File: src/rtl/parking_lot_pkg.sv
// Shared types, constants and helpers for the parking-lot elevator controller.
// Slot words pack two plates per floor: [31:16] SUV (place 0), [15:0] sedan (place 1).
package parking_lot_pkg;

    localparam int         NUM_FLOORS = 7;
    localparam logic       SLOT_SUV   = 1'b0;
    localparam logic       SLOT_SEDAN = 1'b1;
    localparam logic [7:0] FEE_SAT    = 8'd255;

    typedef enum logic [2:0] {
        ST_IDLE  = 3'b000,
        ST_FETCH = 3'b001,
        ST_LOAD  = 3'b010,
        ST_CARRY = 3'b011,
        ST_DROP  = 3'b100
    } state_e;

    // A BCD digit is odd exactly when its LSB is set.
    function automatic logic plate_place(input logic [15:0] plate);
        return plate[0] ? SLOT_SUV : SLOT_SEDAN;
    endfunction

    function automatic logic [15:0] slot_field(input logic [31:0] word, input logic place);
        return (place == SLOT_SUV) ? word[31:16] : word[15:0];
    endfunction

    function automatic logic [31:0] slot_set(input logic [31:0] word, input logic place,
                                             input logic [15:0] val);
        logic [31:0] w;
        w = word;
        if (place == SLOT_SUV) w[31:16] = val;
        else                   w[15:0]  = val;
        return w;
    endfunction

    function automatic logic [2:0] step_toward(input logic [2:0] cur, input logic [2:0] goal);
        if (goal > cur)      return cur + 3'd1;
        else if (goal < cur) return cur - 3'd1;
        else                 return cur;
    endfunction

    // SUVs pay double, clipped to the 8-bit fee range.
    function automatic logic [7:0] calc_fee(input logic [7:0] cnt, input logic place);
        logic [8:0] dbl;
        dbl = {cnt, 1'b0};
        if (place == SLOT_SEDAN) return cnt;
        return dbl[8] ? FEE_SAT : dbl[7:0];
    endfunction

endpackage

File: src/rtl/parking_lot_slot_search.sv
// Combinational slot lookup: lowest usable free slot of a given place, and where a plate is parked.
// Zero latency; plate 0 never matches since it marks an empty slot.
module parking_slot_search
    import parking_lot_pkg::*;
(
    input  logic [NUM_FLOORS-1:0][31:0] slots_i,
    input  logic [NUM_FLOORS-1:0]       flood_i,
    input  logic [15:0]                 plate_i,
    input  logic                        place_i,
    output logic                        free_found_o,
    output logic [2:0]                  free_floor_o,
    output logic                        hit_found_o,
    output logic [2:0]                  hit_floor_o,
    output logic                        hit_place_o
);

    always_comb begin
        free_found_o = 1'b0;
        free_floor_o = 3'd0;
        hit_found_o  = 1'b0;
        hit_floor_o  = 3'd0;
        hit_place_o  = SLOT_SUV;
        // Walk top-down so the lowest qualifying floor is the last one written.
        for (int f = NUM_FLOORS - 1; f >= 0; f--) begin
            if (!flood_i[f] && (slot_field(slots_i[f], place_i) == 16'h0)) begin
                free_found_o = 1'b1;
                free_floor_o = 3'(f + 1);
            end
            if (plate_i != 16'h0) begin
                if (slot_field(slots_i[f], SLOT_SUV) == plate_i) begin
                    hit_found_o = 1'b1;
                    hit_floor_o = 3'(f + 1);
                    hit_place_o = SLOT_SUV;
                end
                if (slot_field(slots_i[f], SLOT_SEDAN) == plate_i) begin
                    hit_found_o = 1'b1;
                    hit_floor_o = 3'(f + 1);
                    hit_place_o = SLOT_SEDAN;
                end
            end
        end
    end

endmodule

File: src/rtl/parking_lot_top.sv
// Automated parking lot: one elevator shuttles cars between ground floor 0 and slots on floors 1..7.
// A transaction takes |floor-pickup|+|pickup-dest|+2 cycles after capture; requests arriving while busy are dropped.
module parking_lot_top
    import parking_lot_pkg::*;
(
    input  logic        clock,
    input  logic        reset,
    input  logic [15:0] license_plate,
    input  logic        in_mode,
    input  logic        out_mode,
    input  logic        leakage,
    input  logic [2:0]  leakage_floor,
    output logic [31:0] parked_1,
    output logic [31:0] parked_2,
    output logic [31:0] parked_3,
    output logic [31:0] parked_4,
    output logic [31:0] parked_5,
    output logic [31:0] parked_6,
    output logic [31:0] parked_7,
    output logic [2:0]  current_floor,
    output logic [15:0] moving,
    output logic        plate_type,
    output logic [7:0]  fee,
    output logic [3:0]  empty_suv,
    output logic [3:0]  empty_sedan,
    output logic        full_suv,
    output logic        full_sedan,
    output logic        in_mode_internal,
    output logic        out_mode_internal,
    output logic [15:0] license_plate_internal,
    output logic [2:0]  curr_state_for_test,
    output logic [2:0]  target_floor,
    output logic        target_place
);

    state_e                          state_q, state_d;
    logic [2:0]                      floor_q, floor_d;
    logic [15:0]                     moving_q, moving_d;
    logic [7:0]                      fee_q, fee_d;
    logic [15:0]                     plate_q, plate_d;
    logic                            in_q, in_d;
    logic                            out_q, out_d;
    logic [2:0]                      tgt_floor_q, tgt_floor_d;
    logic                            tgt_place_q, tgt_place_d;
    logic [NUM_FLOORS-1:0][31:0]     slot_q, slot_d;
    logic [NUM_FLOORS-1:0][1:0][7:0] cnt_q, cnt_d;
    logic [NUM_FLOORS-1:0]           flood_q, flood_d;

    logic       free_found, hit_found, hit_place;
    logic [2:0] free_floor, hit_floor;
    logic [2:0] pickup, dest, tgt_idx, next_floor;
    logic [3:0] empty_suv_c, empty_sedan_c;

    // Searches only matter in IDLE, so they key on the live request plate.
    parking_slot_search u_search (
        .slots_i      (slot_q),
        .flood_i      (flood_q),
        .plate_i      (license_plate),
        .place_i      (plate_place(license_plate)),
        .free_found_o (free_found),
        .free_floor_o (free_floor),
        .hit_found_o  (hit_found),
        .hit_floor_o  (hit_floor),
        .hit_place_o  (hit_place)
    );

    assign pickup  = in_q ? 3'd0 : tgt_floor_q;
    assign dest    = in_q ? tgt_floor_q : 3'd0;
    assign tgt_idx = tgt_floor_q - 3'd1;

    always_comb begin
        state_d     = state_q;
        floor_d     = floor_q;
        moving_d    = moving_q;
        fee_d       = fee_q;
        plate_d     = plate_q;
        in_d        = in_q;
        out_d       = out_q;
        tgt_floor_d = tgt_floor_q;
        tgt_place_d = tgt_place_q;
        slot_d      = slot_q;
        cnt_d       = cnt_q;
        flood_d     = flood_q;
        next_floor  = 3'd0;

        if (leakage && (leakage_floor != 3'd0)) begin
            flood_d[leakage_floor - 3'd1] = 1'b1;
        end

        for (int f = 0; f < NUM_FLOORS; f++) begin
            for (int p = 0; p < 2; p++) begin
                if ((slot_field(slot_q[f], p == 1) != 16'h0) && (cnt_q[f][p] != FEE_SAT)) begin
                    cnt_d[f][p] = cnt_q[f][p] + 8'd1;
                end
            end
        end

        unique case (state_q)
            ST_IDLE: begin
                if (in_mode || out_mode) begin
                    plate_d = license_plate;
                    in_d    = in_mode;
                    out_d   = !in_mode;
                    if (in_mode) begin
                        if (free_found && !hit_found && (license_plate != 16'h0)) begin
                            tgt_floor_d = free_floor;
                            tgt_place_d = plate_place(license_plate);
                            state_d     = (floor_q == 3'd0) ? ST_LOAD : ST_FETCH;
                        end
                    end else if (hit_found) begin
                        tgt_floor_d = hit_floor;
                        tgt_place_d = hit_place;
                        state_d     = (floor_q == hit_floor) ? ST_LOAD : ST_FETCH;
                    end
                end
            end
            ST_FETCH: begin
                if (floor_q == pickup) begin
                    state_d = ST_LOAD;
                end else begin
                    next_floor = step_toward(floor_q, pickup);
                    floor_d    = next_floor;
                    if (next_floor == pickup) state_d = ST_LOAD;
                end
            end
            ST_LOAD: begin
                moving_d = plate_q;
                if (out_q) begin
                    slot_d[tgt_idx] = slot_set(slot_q[tgt_idx], tgt_place_q, 16'h0);
                    fee_d           = calc_fee(cnt_q[tgt_idx][tgt_place_q], tgt_place_q);
                end else begin
                    fee_d = 8'd0;
                end
                state_d = ST_CARRY;
            end
            ST_CARRY: begin
                if (floor_q == dest) begin
                    state_d = ST_DROP;
                end else begin
                    next_floor = step_toward(floor_q, dest);
                    floor_d    = next_floor;
                    if (next_floor == dest) state_d = ST_DROP;
                end
            end
            ST_DROP: begin
                if (in_q) begin
                    slot_d[tgt_idx]             = slot_set(slot_q[tgt_idx], tgt_place_q, plate_q);
                    cnt_d[tgt_idx][tgt_place_q] = 8'd0;
                end
                moving_d = 16'h0;
                state_d  = ST_IDLE;
            end
            default: state_d = ST_IDLE;
        endcase
    end

    always_ff @(posedge clock or negedge reset) begin
        if (!reset) begin
            state_q     <= ST_IDLE;
            floor_q     <= 3'd0;
            moving_q    <= 16'h0;
            fee_q       <= 8'd0;
            plate_q     <= 16'h0;
            in_q        <= 1'b0;
            out_q       <= 1'b0;
            tgt_floor_q <= 3'd0;
            tgt_place_q <= SLOT_SUV;
            slot_q      <= '0;
            cnt_q       <= '0;
            flood_q     <= '0;
        end else begin
            state_q     <= state_d;
            floor_q     <= floor_d;
            moving_q    <= moving_d;
            fee_q       <= fee_d;
            plate_q     <= plate_d;
            in_q        <= in_d;
            out_q       <= out_d;
            tgt_floor_q <= tgt_floor_d;
            tgt_place_q <= tgt_place_d;
            slot_q      <= slot_d;
            cnt_q       <= cnt_d;
            flood_q     <= flood_d;
        end
    end

    // Flooded floors contribute nothing to the free counts even if slots are empty.
    always_comb begin
        empty_suv_c   = 4'd0;
        empty_sedan_c = 4'd0;
        for (int f = 0; f < NUM_FLOORS; f++) begin
            if (!flood_q[f]) begin
                if (slot_field(slot_q[f], SLOT_SUV) == 16'h0)   empty_suv_c   = empty_suv_c + 4'd1;
                if (slot_field(slot_q[f], SLOT_SEDAN) == 16'h0) empty_sedan_c = empty_sedan_c + 4'd1;
            end
        end
    end

    assign parked_1               = slot_q[0];
    assign parked_2               = slot_q[1];
    assign parked_3               = slot_q[2];
    assign parked_4               = slot_q[3];
    assign parked_5               = slot_q[4];
    assign parked_6               = slot_q[5];
    assign parked_7               = slot_q[6];
    assign current_floor          = floor_q;
    assign moving                 = moving_q;
    assign plate_type             = plate_q[0];
    assign fee                    = fee_q;
    assign empty_suv              = empty_suv_c;
    assign empty_sedan            = empty_sedan_c;
    assign full_suv               = (empty_suv_c == 4'd0);
    assign full_sedan             = (empty_sedan_c == 4'd0);
    assign in_mode_internal       = in_q;
    assign out_mode_internal      = out_q;
    assign license_plate_internal = plate_q;
    assign curr_state_for_test    = state_q;
    assign target_floor           = tgt_floor_q;
    assign target_place           = tgt_place_q;

endmodule

File: config.mk
export PLATFORM = sky130hd
export DESIGN_NAME = parking_lot_top
export DESIGN_NICKNAME = d
export VERILOG_FILES = /design/src/rtl/parking_lot_pkg.sv /design/src/rtl/parking_lot_slot_search.sv /design/src/rtl/parking_lot_top.sv
export SDC_FILE = /design/constraint.sdc
export NUM_CORES = 1
export LEC_CHECK = 0
export CAP_MARGIN = 15
export CORE_MARGIN = 2
export CORE_UTILIZATION = 57
export CTS_CLUSTER_SIZE = 20
export DETAILED_ROUTE_END_ITERATION = 6
export HOLD_SLACK_MARGIN = 0.03
export PLACE_DENSITY = 0.86
export SLEW_MARGIN = 10
export SYNTH_ARGS = -nofsm -noshare
export SYNTH_HDL_FRONTEND = slang
export SYNTH_HIERARCHICAL = 1
export SYNTH_SLANG_ARGS = --single-unit
File: constraint.sdc
create_clock -name clock -period 6.3 [get_ports clock]
set_clock_uncertainty 0.15 [all_clocks]
set_input_delay 0.63 -clock clock [delete_from_list [all_inputs] [get_ports clock]]
set_output_delay 0.63 -clock clock [all_outputs]
set_load 0.05 [all_outputs]
==> impl_metrics.csv <==
group,metric,value,unit
timing,worst_pin_slew,1.44,ns
global_routing,grt_pass1_wl,145000,um
logic_synthesis,synthArstFlopShare,100,%
hold_path,hp-start,"fee[6]",
finish,fin_nets,3045,
drt,firstDrtPassIters,7,
finish,fillers,3262,
cts,root_buffer,"clkbuf_16",
cts,insertion_delay,0.61,ns
setup_path,arrival,5.43,ns
power,cellLeakagePower,12.4,nW
cts,max-clock-path-buffers,3,
finish,seq_area,0.00990,mm^2
logic_synthesis,synth_edf_count,0,
power,p_int,8.04,mW
setup_path,startpoint,"parked_1[20]",
logic_synthesis,synth_cells,2717,
hold_path,hp-class,"flop to flop",
drt,drc,1,
timing,hold_viol_final,0,
global_routing,grt-ovfl-total,0,
global_routing,grtUsageTotal,44.1,%
flow_run,maxCapViolCount,0,
timing,fmax,161,MHz
outcome,status,"finished with violations",
placed_design,placed_area,0.0274,mm^2
timing,final_max_slew_viol_count,0,
global_routing,grt_max_degree,161,
drt,viasPerCell,6.81,
floorplanning,die_area,0.0439,mm^2
timing,period_minus_slack,6.21,ns
logic_synthesis,synth_ff_type,"dfrtp_1",
placed_design,io_buffers,310,
logic_synthesis,synthesis.area,0.0241,mm^2
logic_synthesis,yosysUniqueCellTypes,82,
logic_synthesis,syn_avg_cell_area,8.85,um^2
setup_path,setup.worst_path.start_class,"flop",
finish,most-common-layout-cells,"nand2_1, dfrtp_1, clkdlybuf4s50_1, o21ai_0, nor2_1",
drt,wl_per_cell,27.6,um
cts,clkTransAtPathRegs,0.07,ns
placed_design,dpl.hpwl,67400,um
floorplanning,row_count,75,
power,p_per_area,578,mW/mm^2
power,switching_share,52.6,%
setup_path,reg2reg_from,"parked_5[1]",
setup_path,critPathMaxFanout,6,
finish,layout.cells.most_common,"nand2_1",
logic_synthesis,synth_seq_cells,395,
finish,diodes,0,
timing,finalSetupViolCount,0,
power,pwr-share-clk,16.0,%
floorplanning,die_y,209,um
drt,wl,98300,um
logic_synthesis,syn_nets,2777,
floorplanning,io_pins,311,
power,seqPwrFrac,27.7,%
finish,layout-drive-gt1-share,8.78,%
power,p_comb_share,56.3,%
floorplanning,die_x,209,um
setup_path,path_class,"flop to primary output",
cts,numCtsBuffers,44,
power,p_sw,8.93,mW
cts,cts_tree,"yes",
power,finalPower,17.0,mW
finish,multi_input_area,0.0136,mm^2
finish,syn2layout_area_growth,22.0,%
cts,cts.sinks,395,
outcome,failed_checks,"DRC",
setup_path,crit_path_end_kind,"primary output",
cts,htree_levels,2,
placed_design,routabilityCongestion,1.01,
global_routing,first_global_vias,22806,
setup_path,critPathRequiredTime,5.52,ns
finish,fin_area,0.0293,mm^2
floorplanning,core_region_area,0.0418,mm^2
global_routing,antenna_found_initial,0,
drt,antenna_left,0,
logic_synthesis,ys_seq_area_share,41.1,%
drt,drt-initial-drc-count,3559,
power,ir_drop,0.000404,V
drt,vias,24224,
logic_synthesis,ys_warn_count,6,
timing,fin_crit_sh,98.6,%
timing,maxSlewHeadroom,3.34,%
floorplanning,initial_core_util,57.6,%
==> worst paths after layout <==
kind	endpoint	cells past startpoint	slack, ns
max in group asynchronous	cnt_q[40]	3	4.06
hold reg to reg	fee[6]	2	0.33
setup reg to reg	curr_state_for_test[0]	11	1.96
min in group asynchronous	moving[10]	2	0.51
hold / removal	fee[6]	2	0.33
setup / recovery	full_suv	22	0.09
==> kinds of logic after synthesis <==
logic type / count (synthesis) / share of synthesized area, %
fa+ha+maj: 36 / 1.87
buf+inv: 180 / 3.81
xor+xnor: 354 / 13.3
simple gates: 1117 / 22.3
mux: 63 / 3.16
flops: 395 / 41.1
compound gates: 572 / 14.5
==> area by class of cell <==
type,instances,share of cell area (%)
multi-input cells,2142,46.2
flip-flops and latches,395,33.7
repair buffers,373,12.3
clock buffers,64,4.38
well taps,539,2.30
clock inverters,14,0.703
inverters,29,0.371
==> Yosys cell counts (all sizes together) (19+ instances only) <==
cell type | n | share of area, %
mux2i | 31 | 1.3
a21oi | 81 | 1.7
mux2 | 24 | 1.1
nand4 | 82 | 2.2
ha | 36 | 1.9
o31ai | 19 | 0.59
o21ai | 278 | 5.8
and3 | 21 | 0.55
a31oi | 52 | 1.4
nand2 | 444 | 6.9
nor2 | 245 | 3.8
inv | 28 | 0.44
nor3 | 36 | 0.75
nand3 | 55 | 1.1
buf | 51 | 1.8
xnor2 | 169 | 6.3
a22oi | 36 | 1.1
xor2 | 181 | 6.7
clkbuf | 100 | 1.6
dfrtp | 395 | 41
a22o | 48 | 1.7
nor4 | 150 | 4.2
==> metal layers <==
metal / vias up / routed length, um / global-route usage (%)
met2: 1807 / 41000 / 62.6
met3: 381 / 13700 / 13.9
li1: 10210 / - / -
met5: - / 0 / 0
met1: 11826 / 37300 / 59.8
met4: 0 / 6300 / 25.0
==> registers in the layout, summed over array words and instances (netlist names), 7 cells and up <==
register                flops
cnt_q                     112
fee                         8
flood_q                     7
license_plate_internal     16
moving                     16
parked_1                   32
parked_2                   32
parked_3                   32
parked_4                   32
parked_5                   32
parked_6                   32
parked_7                   32
==> critical path: stages (launching register included) <==
cell,delay [ns]
dfrtp_1,0.46
nor4_1,0.37
nand4_1,0.18
buf_4,0.20
nor2_1,0.10
ha_1,0.24
a2bb2oi_2,0.19
inv_1,0.07
ha_1,0.28
nand3b_1,0.15
nand2_1,0.08
ha_1,0.30
nor3_1,0.24
a31oi_2,0.10
a21bo_1,0.24
nand2_1,0.06
ha_1,0.27
nor2_1,0.05
a31oi_2,0.24
ha_1,0.28
mux2_2,0.28
nor3_2,0.26
buf_12,0.17
==> power by group through the flow <==
stage               clock network (mW)  registers (mW)  logic, mW
floorplan                            0            5.77       4.49
global placement                     0            4.59       8.93
detailed placement                   0            4.64       9.08
CTS                               2.72            4.62       9.18
global route                      2.82            4.77       10.0
finish                            2.72            4.70       9.55
==> timing repair <==
| item | in CTS | in global routing |
|---|---|---|
| hold buffers | 1 | 0 |
| setup endpoints to repair | 6 | 6 |
| hold endpoints to repair | 83 | 0 |
| pin swaps | 4 | 15 |
| setup buffers | 2 | 15 |
| resized for setup | 15 | 28 |
==> per-stage QoR <==
step	util [%]	setup WS [ns]	TNS, ns	instances	hold WS (ns)
2_1_floorplan	-	0.0500	0	2717	0.184
3_3_place_gp	65.7	0.326	0	3457	0.303
3_5_place_dp	65.7	0.129	0	3457	0.319
4_1_cts	69.5	0.0624	0	3538	0.335
5_1_grt	70.3	-0.0513	-0.103	3556	0.357
6_report	70.3	0.0901	0	3556	0.332
No activity file was read; power rests on OpenSTA's default activity.
